## src/rtl/sub16_nibble_sequencer.sv

```systemverilog
// sub16_nibble_sequencer
//
// Computes a WIDTH-bit subtraction A - B by walking one shared external
// 4-bit subtractor slice from the low nibble to the high nibble. The running
// carry is passed from one nibble to the next. If the final carry-out shows a
// borrow (negative result) and AUTO_NEGATE is set, a second pass through the
// same slice forms 0 - diff. The block then returns a positive magnitude
// together with a sign flag.
//
// Ports:
//   Clk, Reset        rising-edge clock, asynchronous active-high reset
//   Start             request, accepted only while idle or in the done cycle
//   A_in16, B_in16    minuend / subtrahend, latched on an accepted Start
//   Carry_in          initial carry into nibble 0 (1 = plain A - B)
//   Slice_A4/B4       operand nibbles driven to the external slice
//   Slice_Carry_in    carry driven to the external slice
//   Slice_Diff4       slice difference (combinational from the Slice_* outputs)
//   Slice_Carry_out   slice carry-out, 1 = no borrow
//   Busy              high while a subtract or negate pass is running
//   Done              one-cycle pulse when the results are valid
//   Positive_Diff16   magnitude, or the raw difference when AUTO_NEGATE = 0
//   Is_negative       set when the subtract pass ended with a borrow
//
// WIDTH must be a multiple of 4 and at least 4.

module sub16_nibble_sequencer #(
  parameter int WIDTH       = 16,
  parameter bit AUTO_NEGATE = 1'b1
) (
  input  logic             Clk,
  input  logic             Reset,
  input  logic             Start,
  input  logic [WIDTH-1:0] A_in16,
  input  logic [WIDTH-1:0] B_in16,
  input  logic             Carry_in,
  output logic [3:0]       Slice_A4,
  output logic [3:0]       Slice_B4,
  output logic             Slice_Carry_in,
  input  logic [3:0]       Slice_Diff4,
  input  logic             Slice_Carry_out,
  output logic             Busy,
  output logic             Done,
  output logic [WIDTH-1:0] Positive_Diff16,
  output logic             Is_negative
);

  localparam int N    = WIDTH / 4;
  localparam int IDXW = (N > 1) ? $clog2(N) : 1;
  localparam logic [IDXW-1:0] IDX_LAST = IDXW'(N - 1);
  localparam logic [IDXW-1:0] IDX_ONE  = IDXW'(1);

  typedef enum logic [1:0] {
    IDLE = 2'd0,
    SUB  = 2'd1,
    NEG  = 2'd2,
    DONE = 2'd3
  } state_t;

  state_t            state_q;
  logic [IDXW-1:0]   idx_q;
  logic [WIDTH-1:0]  opA_q;
  logic [WIDTH-1:0]  opB_q;
  logic [WIDTH-1:0]  work_q;
  logic              carry_q;
  logic              neg_q;
  logic              busy_q;
  logic              done_q;
  logic [WIDTH-1:0]  result_q;
  logic              isNegative_q;

  logic [IDXW+1:0]   nibbleBase;
  logic [WIDTH-1:0]  work_d;

  // Bit offset of the nibble currently being processed (idx * 4).
  assign nibbleBase = {idx_q, 2'b00};

  // The working result with the current nibble replaced by the slice output.
  // The finishing edge registers this value as the result, so the nibble
  // being written on that same edge is already included.
  always_comb begin
    work_d = work_q;
    work_d[nibbleBase +: 4] = Slice_Diff4;
  end

  // Route the operand nibbles to the shared slice. In the subtract pass the
  // slice sees A and B nibbles. In the negate pass it sees 0 and the working
  // result, which computes 0 - W one nibble at a time. While idle or done,
  // the slice inputs are held at zero.
  always_comb begin
    Slice_A4       = 4'h0;
    Slice_B4       = 4'h0;
    Slice_Carry_in = 1'b0;
    case (state_q)
      SUB: begin
        Slice_A4       = opA_q[nibbleBase +: 4];
        Slice_B4       = opB_q[nibbleBase +: 4];
        Slice_Carry_in = carry_q;
      end
      NEG: begin
        Slice_A4       = 4'h0;
        Slice_B4       = work_q[nibbleBase +: 4];
        Slice_Carry_in = carry_q;
      end
      default: begin
        Slice_A4       = 4'h0;
        Slice_B4       = 4'h0;
        Slice_Carry_in = 1'b0;
      end
    endcase
  end

  // Main sequencer. In the DONE cycle a held Start is accepted exactly like
  // in IDLE, which gives back-to-back operation with no idle gap. Busy and
  // Done are registered together with the state transition so that they
  // line up with the state they describe. Reset clears everything at once,
  // which also aborts any pass that is in flight.
  always_ff @(posedge Clk or posedge Reset) begin
    if (Reset) begin
      state_q      <= IDLE;
      idx_q        <= '0;
      opA_q        <= '0;
      opB_q        <= '0;
      work_q       <= '0;
      carry_q      <= 1'b0;
      neg_q        <= 1'b0;
      busy_q       <= 1'b0;
      done_q       <= 1'b0;
      result_q     <= '0;
      isNegative_q <= 1'b0;
    end else begin
      case (state_q)
        IDLE, DONE: begin
          done_q <= 1'b0;
          if (Start) begin
            opA_q   <= A_in16;
            opB_q   <= B_in16;
            carry_q <= Carry_in;
            idx_q   <= '0;
            work_q  <= '0;
            busy_q  <= 1'b1;
            state_q <= SUB;
          end else begin
            state_q <= IDLE;
          end
        end

        SUB: begin
          work_q  <= work_d;
          carry_q <= Slice_Carry_out;
          idx_q   <= idx_q + IDX_ONE;
          if (idx_q == IDX_LAST) begin
            // A missing carry out of the top nibble means A - B borrowed.
            neg_q <= ~Slice_Carry_out;
            idx_q <= '0;
            if (AUTO_NEGATE && !Slice_Carry_out) begin
              // 0 - W is 0 + ~W + 1, so the negate pass starts with carry 1.
              carry_q <= 1'b1;
              state_q <= NEG;
            end else begin
              state_q      <= DONE;
              busy_q       <= 1'b0;
              done_q       <= 1'b1;
              result_q     <= work_d;
              isNegative_q <= ~Slice_Carry_out;
            end
          end
        end

        NEG: begin
          work_q  <= work_d;
          carry_q <= Slice_Carry_out;
          idx_q   <= idx_q + IDX_ONE;
          if (idx_q == IDX_LAST) begin
            idx_q        <= '0;
            state_q      <= DONE;
            busy_q       <= 1'b0;
            done_q       <= 1'b1;
            result_q     <= work_d;
            isNegative_q <= neg_q;
          end
        end

        default: begin
          state_q <= IDLE;
          busy_q  <= 1'b0;
          done_q  <= 1'b0;
        end
      endcase
    end
  end

  assign Busy            = busy_q;
  assign Done            = done_q;
  assign Positive_Diff16 = result_q;
  assign Is_negative     = isNegative_q;

endmodule

```

## config.mk

```make
export PLATFORM = sky130hd
export DESIGN_NAME = sub16_nibble_sequencer
export DESIGN_NICKNAME = d
export VERILOG_FILES = /design/src/rtl/sub16_nibble_sequencer.sv
export SDC_FILE = /design/constraint.sdc
export NUM_CORES = 1
export LEC_CHECK = 0
export BUFFER_PORTS_ARGS = -buffer_cell sky130_fd_sc_hd__buf_4
export CAP_MARGIN = 0
export CORE_UTILIZATION = 35
export CTS_CLUSTER_DIAMETER = 50
export DETAILED_ROUTE_END_ITERATION = 6
export GPL_TIMING_DRIVEN = 0
export PLACE_DENSITY = 0.61
export SKIP_CTS_REPAIR_TIMING = 1
export SYNTH_ARGS = -nofsm -noshare
export SYNTH_HDL_FRONTEND = slang
export SYNTH_SLANG_ARGS = --single-unit
```

## constraint.sdc

```tcl
create_clock -name Clk -period 6.2 [get_ports Clk]
set_input_delay 1.55 -clock Clk [delete_from_list [all_inputs] [get_ports Clk]]
set_output_delay 1.55 -clock Clk [all_outputs]
set_load 0.1 [all_outputs]
```

==> run summary <==
Setup Crit Path Kind = reg2out
Unrepaired setup endpoints after global routing = false
Clk pin slew, worst setup/hold paths = 0.08 ns
# IOs = 69
Total track usage = 17.4%
Most common cell after layout, fill and taps aside = dfrtp_1
Top cell family by delay on the critical path = buffers and inverters
Worst reg2reg path depth = 8
Fin. Hold Viols = 0
Post-DRT Antenna Nets = 0
Max Freq = 247 MHz
Place WS = 2.57 ns
Crit Path Max Fanout = 10
CP Cell Sequence = inv_1 > ha_1 > buf_2 > clkbuf_1 > a221oi_1 > o21a_1 > buf_4
Clk sinks = 73
First-pass GRT wire length = 14400 um
Total negative slack = 0 ns
Area leader, netlist = dfrtp_1
Flop-to-flop setup slack = 3.59 ns
Worst path slowest cell = a221oi_1
Syn nets = 332
Post-Place Cells = 485
CTS max path bufs = 2
Post-synth EDFFs = 0
Grt ovf = 0
Worst EP required = 4.65 ns
# port buffers = 68
Nets = 412
Tightest Hold Check Type = reg2reg
Pins Over Slew Limit = 0
Vias in the first global route = 2763
HP Start = opA_q[9]
Average size of a mapped cell = 12.9 um2
Initial DRC count = 120
Clock period minus worst slack = 4.04 ns
Fin cells = 501
Max incr delay on CP = 0.44 ns
CTS tree = done
Max-Cap Viols = 0
Initial antenna violation count = 0
DR vias/cell = 5.11
Final setup viols = 0
Worst Clk Skew = 0.0103 ns
WHS Path Cells = 1
RR Endpoint = Positive_Diff16[0]
Post-synthesis register bit count = 73
Final period util = 65.2%
Worst Hold End = opA_q[9]
CP Data Arrival Time = 2.49 ns
DRC errors left = 0
DIE WIDTH = 104 um
PnR worst setup slack = 2.16 ns
Die height = 104 um
Sequential fraction of the synthesis area = 50.2%
GP Congestion = 0.814
Synth top area share = 50.2%
Row count = 36
Synth unique cells = 42
H-tree levels = 3
DRT Pass-1 Iters = 4
Async SR Flop Fraction = 100%
Startpoint types = flop
Crit path buf inv count = 4
Reg2reg start = idx_q[0]
Initial core utilization = 36.8%
Die area = 0.0108 mm2
Status = finished, final reports clean
Via count = 2560
Number of diodes = 0
DP HPWL = 6380 um
CTS root buf = clkbuf_8
Slew HR = 62.0%
Share of cells above drive strength 1 = 41.8%
Worst skew pair latency = 0.36 ns
Routed WL = 8600 um
Largest net degree at the start of global routing = 43
Crit. End Element = output port
P&R area growth vs syn = 24.2%
Mapped Area = 0.00364 mm2
Yosys warning count = 0
Num CTS Buffers = 9
Most frequent cells in the layout = dfrtp_1 (73), buf_4 (68), mux2_2 (41), inv_1 (20), a22o_1 (18)
Worst-margin pin slew = 0.568 ns
Largest cells by area after synthesis = dfrtp_1 (50%), mux2_2 (13%), mux4_2 (4.9%)
Prevailing post-synth register cell = dfrtp_1
Gate Count Post-Synth = 283
Core region area = 0.00991 mm2
WL/cell = 17.2 um
==> synth_stat cells, drive strengths merged (3+ instances only) <==
cell / instances
nor2b: 6
and2: 4
a21oi: 7
dfrtp: 73
mux2: 47
ha: 8
o32ai: 3
nand2: 5
o21a: 4
o21ai: 7
inv: 21
nand2b: 9
o41ai: 3
buf: 10
nor2: 9
a22o: 18
clkbuf: 3
mux4: 8
a32o: 3
a221oi: 4
mux2i: 11
==> cells by family after synthesis <==
group | share of synthesized area [%]
compound gates | 13.0
fa+ha+maj | 2.75
buf+inv | 4.29
flops | 50.2
mux | 23.1
simple gates | 6.70
==> worst reg2reg max path, stage by stage (launching register included) <==
cell and delay (ns):
dfrtp_1 0.42, buf_2 0.26, buf_2 0.28, inv_1 0.20, ha_1 0.44, nor4bb_1 0.31
clkbuf_1 0.32, a22o_1 0.20, mux2_4 0.14
==> layer usage <==
metal  up-vias  track usage (%)  routed length, um
met2        47             27.7               4220
met1      1299             22.6               3920
met4         0             6.94                200
met5         -                0                  0
li1       1200                -                  -
met3        14             4.70                266
==> worst max path at each step <==
stage                     from                  end  slack (ns)  cells after the start
floorplan           state_q[0]       Slice_Carry_in        2.28                      5
global route        state_q[0]          Slice_B4[0]        1.99                      7
CTS                 state_q[0]          Slice_B4[3]        2.16                      7
global placement         Reset  Positive_Diff16[11]        1.83                      2
detailed placement  state_q[0]          Slice_B4[3]        2.57                      7
finish              state_q[0]          Slice_B4[0]        2.16                      7
==> sequential cells by signal, summed over array words and instances (netlist names) <==
signal,cells
carry_q,1
Busy,1
Is_negative,1
work_q,16
Positive_Diff16,16
opB_q,16
Done,1
idx_q,2
state_q,2
neg_q,1
opA_q,16
==> area by class of cell <==
type | count | area, um2
clock inverter | 5 | 30.0
inverter | 21 | 81.3
timing repair buffer | 69 | 531
sequential | 73 | 1830
buffer | 13 | 77.6
multi-input combinational | 176 | 1660
fill | 956 | 5390
tap | 133 | 166
clock buffer | 11 | 151
==> metrics by stage <==
stage          utilization (%)  area (um2)  hold WS (ns)
6_report                  45.6        4520         0.503
2_1_floorplan                -        3640         0.474
4_1_cts                   45.6        4520         0.507
5_1_grt                   45.6        4520         0.518
3_3_place_gp              43.6        4320         0.486
3_5_place_dp              43.8        4340         0.489
Power is not shown: default switching activity piles up to over one toggle a cycle in this logic, so the estimate is an artifact.
